--- src/rtl/n_bit_down_timer.sv ---
// n_bit_down_timer: loadable N-bit down-counter with one-shot / auto-reload modes.
//   Loaded with a start value, decrements once per enabled cycle while running,
//   and pulses done_o for one cycle at terminal count.
// Ports:
//   clk            rising-edge clock
//   reset_i        asynchronous active-high reset
//   load_i         synchronous load/restart strobe (samples load_val_i)
//   load_val_i     start/reload value
//   enable_i       count enable
//   stop_i         synchronous abort to IDLE, count held
//   auto_reload_i  1 = periodic, 0 = one-shot (sampled at terminal count)
//   cout_o         current count
//   zero_o         cout_o == 0
//   done_o         one-cycle terminal-count pulse
//   busy_o         high while running
module n_bit_down_timer #(
  parameter int unsigned CNT_BIT_WIDTH = 3
) (
  input  logic                     clk,
  input  logic                     reset_i,
  input  logic                     load_i,
  input  logic [CNT_BIT_WIDTH-1:0] load_val_i,
  input  logic                     enable_i,
  input  logic                     stop_i,
  input  logic                     auto_reload_i,
  output logic [CNT_BIT_WIDTH-1:0] cout_o,
  output logic                     zero_o,
  output logic                     done_o,
  output logic                     busy_o
);

  localparam int unsigned W = CNT_BIT_WIDTH;

  typedef enum logic {
    IDLE = 1'b0,
    RUN  = 1'b1
  } state_t;

  state_t         r_state;
  state_t         w_state_nxt;
  logic [W-1:0]   r_cnt;
  logic [W-1:0]   r_reload;
  logic [W-1:0]   w_cnt_nxt;
  logic [W-1:0]   w_reload_nxt;
  logic           r_zero;
  logic           r_done;
  logic           r_busy;
  logic           w_done_nxt;
  logic           w_terminal;

  // Terminal-count edge: only reached when neither load nor stop takes priority.
  assign w_terminal = (r_state == RUN) && !load_i && !stop_i && enable_i &&
                      (r_cnt == W'(1));

  // State register
  always_ff @(posedge clk or posedge reset_i) begin
    if (reset_i) begin
      r_state <= IDLE;
    end else begin
      r_state <= w_state_nxt;
    end
  end

  // Next-state logic
  always_comb begin
    w_state_nxt = r_state;
    case (r_state)
      IDLE: begin
        if (load_i && (load_val_i != '0)) begin
          w_state_nxt = RUN;
        end
      end
      RUN: begin
        if (load_i) begin
          if (load_val_i == '0) begin
            w_state_nxt = IDLE;
          end
        end else if (stop_i) begin
          w_state_nxt = IDLE;
        end else if (w_terminal && !auto_reload_i) begin
          w_state_nxt = IDLE;
        end
      end
      default: w_state_nxt = IDLE;
    endcase
  end

  // Output / datapath next values
  always_comb begin
    w_cnt_nxt    = r_cnt;
    w_reload_nxt = r_reload;
    w_done_nxt   = 1'b0;
    if (load_i) begin
      w_cnt_nxt    = load_val_i;
      w_reload_nxt = load_val_i;
    end else if ((r_state == RUN) && !stop_i && enable_i) begin
      if (r_cnt == W'(1)) begin
        // Reload skips the zero count so the period equals the reload value.
        w_done_nxt = 1'b1;
        w_cnt_nxt  = auto_reload_i ? r_reload : '0;
      end else if (r_cnt != '0) begin
        w_cnt_nxt = r_cnt - W'(1);
      end
    end
  end

  // Registered outputs
  always_ff @(posedge clk or posedge reset_i) begin
    if (reset_i) begin
      r_cnt    <= '0;
      r_reload <= '0;
      r_zero   <= 1'b1;
      r_done   <= 1'b0;
      r_busy   <= 1'b0;
    end else begin
      r_cnt    <= w_cnt_nxt;
      r_reload <= w_reload_nxt;
      r_zero   <= (w_cnt_nxt == '0);
      r_done   <= w_done_nxt;
      r_busy   <= (w_state_nxt == RUN);
    end
  end

  assign cout_o = r_cnt;
  assign zero_o = r_zero;
  assign done_o = r_done;
  assign busy_o = r_busy;

endmodule

--- config.mk ---
export PLATFORM = sky130hd
export DESIGN_NAME = n_bit_down_timer
export DESIGN_NICKNAME = d
export VERILOG_FILES = /design/src/rtl/n_bit_down_timer.sv
export SDC_FILE = /design/constraint.sdc
export NUM_CORES = 1
export LEC_CHECK = 0
export CORE_AREA = 2 2 39 41
export CTS_BUF_LIST = sky130_fd_sc_hd__clkbuf_4
export DETAILED_ROUTE_END_ITERATION = 16
export DIE_AREA = 0 0 41 43
export PLACE_DENSITY_LB_ADDON = 0.2
export SETUP_SLACK_MARGIN = 0.2
export SYNTH_ARGS = -nofsm -noshare
export SYNTH_HDL_FRONTEND = slang
export SYNTH_SLANG_ARGS = --single-unit
--- constraint.sdc ---
create_clock -name clk -period 3.2 [get_ports clk]
set_input_delay 0.48 -clock clk [delete_from_list [all_inputs] [get_ports clk]]
set_output_delay 0.48 -clock clk [all_outputs]
set_load 0.01 [all_outputs]
==> metrics.md, run 1 <==
| Metric | Value |
|---|---|
| Result of the run | `finished clean` |
| Setup-violating endpoint count in the final report | `0` |
| Die footprint | `1760 um2` |
| Final hold viol count | `0` |
| Kind of cell adding the most delay to the critical path | `buffers and inverters` |
| Routed wire length | `994 um` |
| Worst Clk Skew | `between 0.002 and 0.003 ns` |
| Proportion of netlist area held by the largest area contributor | `39.3%` |
| Htree depth | `1` |
| Post-synthesis cell count | `52` |
| Slowest cell on crit path | `sky130_fd_sc_hd__clkdlybuf4s50_1` |
| CTS resizes | `0` |
| Required time of the critical path | `2.72 ns` |
| Number of buffers added on ports | `14` |
| Highest routed layer | `met4` |
| Final Max Tran Viols | `0` |
| Post-synthesis instance area | `509 um2` |
| Worst slew slack as a fraction of its limit | `72.7%` |
| Clock sink count | `9` |
| Average cell area after synthesis | `9.79 um2` |
| Post-Synthesis Net Count | `64` |
| Net load switching power | `between 80 and 90 uW` |
| Diodes inserted | `0` |
| Fraction of power consumed by sequential logic | `43.3%` |
| Total routed wire length on the met1 layer | `just under 500 um` |
| Synth Warn # | `0` |
| Fraction of layout instances using a drive strength above 1 | `15.9%` |
| Overall fraction of global-route tracks in use | `14.4%` |
| Clock tree from TritonCTS | `yes` |
| Fraction of power consumed by combinational cells | `25.7%` |
| Sequential element share of the synthesized area | `roughly 44%` |
| Pin count of the biggest net entering global routing | `13` |
| Clock buffers created by TritonCTS | `3` |
| Placeable Area | `1380 um2` |
| Worst vdd rail ir drop | `0.206 mV` |
| Detailed-route DRC error count | `0` |
| Initial standard-cell utilization of the core | `36.8%` |
| Number of cell rows | `14` |
| Relative contribution of the clock network to total power | `31.1%` |
| Number of antenna violations at the first check in global routing | `0` |
| Cell accounting for the most synthesized area | `sky130_fd_sc_hd__dfrtp_1` |
| Measured slew at the worst slew-check pin | `roughly 0.41 ns` |
| Share of the clock period used by the worst path after layout | `55.4%` |
| Max FO, Critical Path | `1` |
| Crit path buffers/inverters | `1` |
| Max-cap check violation count | `0` |
| Maximum clock frequency | `0.564 GHz` |
| Fill count | `135` |
| Area growth from synthesis to final layout | `35.9%` |
| Die span in y | `43 um` |
| Net count of the finished layout | `82` |
| Detail Route Antenna Nets | `0` |
| Post-CTS Hold Buffers | `0` |
| Number of distinct standard cells referenced by the synthesized netlist | `27` |
| Worst min path class | `input port to async pin` |
| Post-CTS setup-driven buffer insertion count | `0` |
| Post-route core utilization | `between 50% and 60%` |
| Clock period minus worst slack | `1.77 ns` |
| Setup TNS | `0 ns` |
| Number of DRC markers after the initial detailed-route iteration | `4` |
| Crit-path max cell delay | `0.52 ns` |
| Half-perimeter wire length after detailed placement | `818 um` |
| Static Leakage | `between 0.3 and 0.4 nW` |
| Number of vias per cell | `~5` |
| RSZ-0062 raised after global routing | `false` |
| DR vias | `between 400 and 500` |
| Arrival time of the worst setup path | `approximately 1.3 ns` |
| Internal power summed over all cells | `about 220 uW` |
| Startpoint-to-endpoint class of the critical path | `flip-flop to output pin` |
| Number of enable-type register cells in the synthesized netlist | `0` |
| Width of the die | `approximately 41 um` |
| Clock transition at the registers of the reported paths | `0.06 ns` |
| Cell types with the largest area share after synthesis | `sky130_fd_sc_hd__dfrtp_1, sky130_fd_sc_hd__ha_1, sky130_fd_sc_hd__dfstp_2, sky130_fd_sc_hd__inv_1, sky130_fd_sc_hd__o21ai_0` |
| Routed length on met3 | `23 um` |
| Number of storage elements in the synthesis netlist | `9` |
| Largest buffer count on any clock path | `2` |
| Critical path endpoint category | `output pin` |
| Number of optimization iterations in the first detailed-route pass | `4` |
| Power Dens Cells | `444 nW/um2` |
| Proportion of register bits with asynchronous set or reset after synthesis | `100%` |
| Worst-Skew Late Latency | `0.26 ns` |
| Sw Ratio | `27.3%` |
| Sort of element at the start of the critical path | `flip-flop` |
| Root buf cell | `sky130_fd_sc_hd__clkbuf_4` |
| Routed wire length per instance | `11.7 um` |
| Critical path cell sequence | `clkdlybuf4s50_1` |
| Global-route wire length before repair | `~1.6 mm` |
| Area taken by flip-flops and latches | `between 200 and 250 um2` |
| Number of placed I/O pins | `15` |
| Met2 routed WL | `459 um` |
| Area of combinational cells with multiple inputs | `~250 um2` |
| Number of global-route vias before repair | `383` |
| RD Place Congestion | `0.681` |
| Congestion Overflow GR | `0` |
| Most used flip-flop cell after synthesis | `sky130_fd_sc_hd__dfrtp_1` |
==> sequential cells by signal (all words and copies together), names as in the netlist <==
signal and count:
busy_o 1, cout_o 3, done_o 1, r_reload 3
zero_o 1
==> through the flow <==
stage,area (um2),instances,setup slack [ns],total power [mW],hold WS [ns]
global route,692,85,1.40,0.324,0.513
CTS,692,85,1.41,0.313,0.476
global placement,662,81,1.39,0.214,0.534
finish,692,85,1.43,0.307,0.469
floorplan,509,52,1.60,0.181,0.307
detailed placement,662,81,1.35,0.215,0.531
==> metal layers <==
layer | track usage [%] | up-vias
met2 | 18.1 | 8
li1 | - | 214
met4 | 14.0 | 0
met1 | 19.9 | 190
met5 | 0 | -
met3 | 1.57 | 4
==> final cells by class <==
| class | count | area share, % |
|---|---|---|
| Sequential cell | 9 | 32.7 |
| Tap cell | 16 | 2.89 |
| Timing Repair Buffer | 14 | 20.3 |
| Clock buffer | 4 | 4.34 |
| Inverter | 7 | 3.80 |
| Multi-Input combinational cell | 35 | 36.0 |
==> synthesized netlist by cell type (all sizes together), types with 2 or more instances <==
master  instances
nor2            3
a22oi           2
ha              3
nand2           5
o31ai           2
and2            2
a32o            2
nor2b           2
inv             7
dfrtp           8
o21ai           7
==> path summary, 6_finish.rpt <==
check	start	slack, ns	endpoint	cells after the start
worst min register to register	r_reload[0]	0.55	r_reload[0]	2
worst max register to register	cout_o[1]	1.52	zero_o	7
min in group clk	r_reload[0]	0.55	r_reload[0]	2
max in group asynchronous	reset_i	2.44	zero_o	2
worst min-delay path	reset_i	0.47	cout_o[0]	2
worst max-delay path	zero_o	1.43	zero_o	1
==> power by group through the flow <==
stage	logic, mW	clock network, mW	registers (mW)
floorplan	0.0440	0	0.137
global placement	0.0786	0	0.136
detailed placement	0.0795	0	0.135
CTS	0.0801	0.0999	0.133
global route	0.0877	0.101	0.135
finish	0.0789	0.0955	0.133
==> logic make-up (layout without fill, tap and decap cells) <==
group	after synthesis	in the layout	synth area share [%]
AOI/OAI and AO/OA	17	17	25.3
DFF	9	9	44.5
adders and majority gates	3	3	7.37
and+or+nand+nor	15	15	16.2
buffers and inverters	8	25	6.64
==> placed cells by master (no fill, tap or decap) <==
cell / n
sky130_fd_sc_hd__clkbuf_4: 4
sky130_fd_sc_hd__o21bai_1: 1
sky130_fd_sc_hd__o21ai_1: 2
sky130_fd_sc_hd__nor2b_2: 1
sky130_fd_sc_hd__a22oi_1: 1
sky130_fd_sc_hd__inv_1: 7
sky130_fd_sc_hd__o31ai_2: 1
sky130_fd_sc_hd__o21ai_2: 1
sky130_fd_sc_hd__dfrtp_1: 8
sky130_fd_sc_hd__nand2_1: 5
sky130_fd_sc_hd__o21ai_0: 4
sky130_fd_sc_hd__a32o_2: 1
sky130_fd_sc_hd__nand3b_1: 1
sky130_fd_sc_hd__nor2_1: 3
sky130_fd_sc_hd__a31o_1: 1
sky130_fd_sc_hd__nor3b_1: 1
sky130_fd_sc_hd__nor2b_1: 1
sky130_fd_sc_hd__clkdlybuf4s50_1: 14
sky130_fd_sc_hd__and2_0: 1
sky130_fd_sc_hd__a21o_1: 1
sky130_fd_sc_hd__a21oi_1: 1
sky130_fd_sc_hd__o31ai_1: 1
sky130_fd_sc_hd__and2_1: 1
sky130_fd_sc_hd__nor3_2: 1
sky130_fd_sc_hd__a32o_1: 1
sky130_fd_sc_hd__ha_1: 3
sky130_fd_sc_hd__dfstp_2: 1
sky130_fd_sc_hd__a22oi_2: 1
(Power assumes the default switching activity.)
==> run 2: changes to the inputs <==
Clock period 3.2 ns to 1.58 ns, I/O delays scaled along.
==> metrics.md, run 2 (synthesis results as in run 1) <==
| Metric | Value |
|---|---|
| Result of the run | `finished clean` |
| Kind of cell adding the most delay to the critical path | `buffers and inverters` |
| Global-route wire length before repair | `a little under 2 mm` |
| Crit path buffers/inverters | `1` |
| Maximum clock frequency | `0.678 GHz` |
| Number of DRC markers after the initial detailed-route iteration | `4` |
| Area taken by flip-flops and latches | `229 um2` |
| Clock period minus worst slack | `1.48 ns` |
| Congestion Overflow GR | `0` |
| Number of antenna violations at the first check in global routing | `0` |
| Die footprint | `1760 um2` |
| Number of vias per cell | `4.81` |
| Critical path endpoint category | `output pin` |
| Worst vdd rail ir drop | `0.417 mV` |
| Area of combinational cells with multiple inputs | `approximately 300 um2` |
| Clock transition at the registers of the reported paths | `~0.06 ns` |
| Detailed-route DRC error count | `0` |
| Routed wire length | `1.20 mm` |
| Clock tree from TritonCTS | `yes` |
| Width of the die | `roughly 41 um` |
| Critical path cell sequence | `clkdlybuf4s50_1` |
| Pin count of the biggest net entering global routing | `10` |
| Diodes inserted | `0` |
| Final Instance Area | `813 um2` |
| Initial standard-cell utilization of the core | `between 30 and 40%` |
| WP depth | `1` |
| Die span in y | `about 43 um` |
| Setup-violating endpoint count in the final report | `0` |
| Worst Clk Skew | `0.000960 ns` |
| Max-cap check violation count | `0` |
| Crit-path max cell delay | `around 0.56 ns` |
| Setup TNS | `0 ns` |
| Number of global-route vias before repair | `480` |
| Startpoint-to-endpoint class of the critical path | `flip-flop to output pin` |
| Fraction of layout instances using a drive strength above 1 | `just under 40%` |
| Number of cell rows | `14` |
| Root buf cell | `sky130_fd_sc_hd__clkbuf_4` |
| Placeable Area | `~1400 um2` |
| Worst slew slack as a fraction of its limit | `76.0%` |
| Measured slew at the worst slew-check pin | `0.359 ns` |
| Top library cells by usage in the layout, fill and taps aside | `sky130_fd_sc_hd__clkdlybuf4s50_1, sky130_fd_sc_hd__buf_4, sky130_fd_sc_hd__dfrtp_1` |
| Overall fraction of global-route tracks in use | `16.9%` |
| Worst-Skew Late Latency | `0.25 ns` |
| Net count of the finished layout | `slightly above 90` |
| RSZ-0062 raised after global routing | `true` |
| Static Leakage | `0.380 nW` |
| Arrival time of the worst setup path | `1.24 ns` |
| Number of buffers added on ports | `14` |
| Sort of element at the start of the critical path | `flip-flop` |
| Post-route core utilization | `between 50% and 60%` |
| Number of optimization iterations in the first detailed-route pass | `2` |
| Area of placed instances | `711 um2` |
| RD Place Congestion | `0.712` |
| Power Dens Cells | `832 nW/um2` |
| Share of the clock period used by the worst path after layout | `93.4%` |
| Half-perimeter wire length after detailed placement | `900 um` |
| Clock sink count | `9` |
| R2R cell count | `6` |
| Largest buffer count on any clock path | `2` |
| Final hold viol count | `0` |
| RR Startpoint | `cout_o[0]` |
| Required time of the critical path | `1.34 ns` |
| Fill count | `127` |
| Htree depth | `1` |
| Final Max Tran Viols | `0` |
| Routed wire length per instance | `12.8 um` |
| Clock buffers created by TritonCTS | `3` |
| Area growth from synthesis to final layout | `59.7%` |
| Max FO, Critical Path | `6` |
| Worst setup path startpoint | `cout_o[2]` |
| Number of placed I/O pins | `15` |
| Worst min path class | `input port to async pin` |
| Detail Route Antenna Nets | `0` |
| DR vias | `452` |
| Slowest cell on crit path | `sky130_fd_sc_hd__clkdlybuf4s50_1` |
[run 2: path summary, 6_finish.rpt]
path	slack, ns	end
max	0.10	cout_o[2]
min	0.23	r_reload[0]
max reg2reg	0.11	zero_o
min reg2reg	0.55	r_reload[0]
max in group asynchronous	1.06	zero_o
min in group clk	0.55	r_reload[0]
[run 2: power breakdown]
part	switching, mW	internal (mW)	total [mW]
clock	0.0739	0.114	0.188
combinational	0.0963	0.117	0.214
sequential	0.0211	0.254	0.275
[run 2: metrics by stage]
stage	total power, mW	instances	hold slack [ns]	worst slack, ns
after floorplan	0.376	52	0.0641	0.124
after global placement	0.457	85	0.520	0.00831
after detailed placement	0.459	85	0.515	0.000612
after CTS	0.668	92	0.238	0.0397
after global routing	0.721	94	0.280	0.0244
final	0.677	94	0.235	0.104
[run 2: cell type report]
class	count	area share, %
Multi-Input combinational cell	35	36.9
Clock buffer	4	3.69
Inverter	7	3.54
Tap cell	16	2.46
Timing Repair Buffer	23	25.2
Sequential cell	9	28.2
[run 2: layer usage]
layer	track usage, %	up-vias	share of wire (%)
li1	-	230	-
met1	22.2	212	46
met2	24.7	8	51
met3	1.57	2	2.7
met4	12.0	0	0.75
met5	0	-	0
[run 2: repair_timing]
item	4_1_cts	5_1_grt
endpoints found under the setup margin	9	6
hold buffers	0	0
buffers inserted	3	2
pin swaps	5	2
resized for setup	9	6
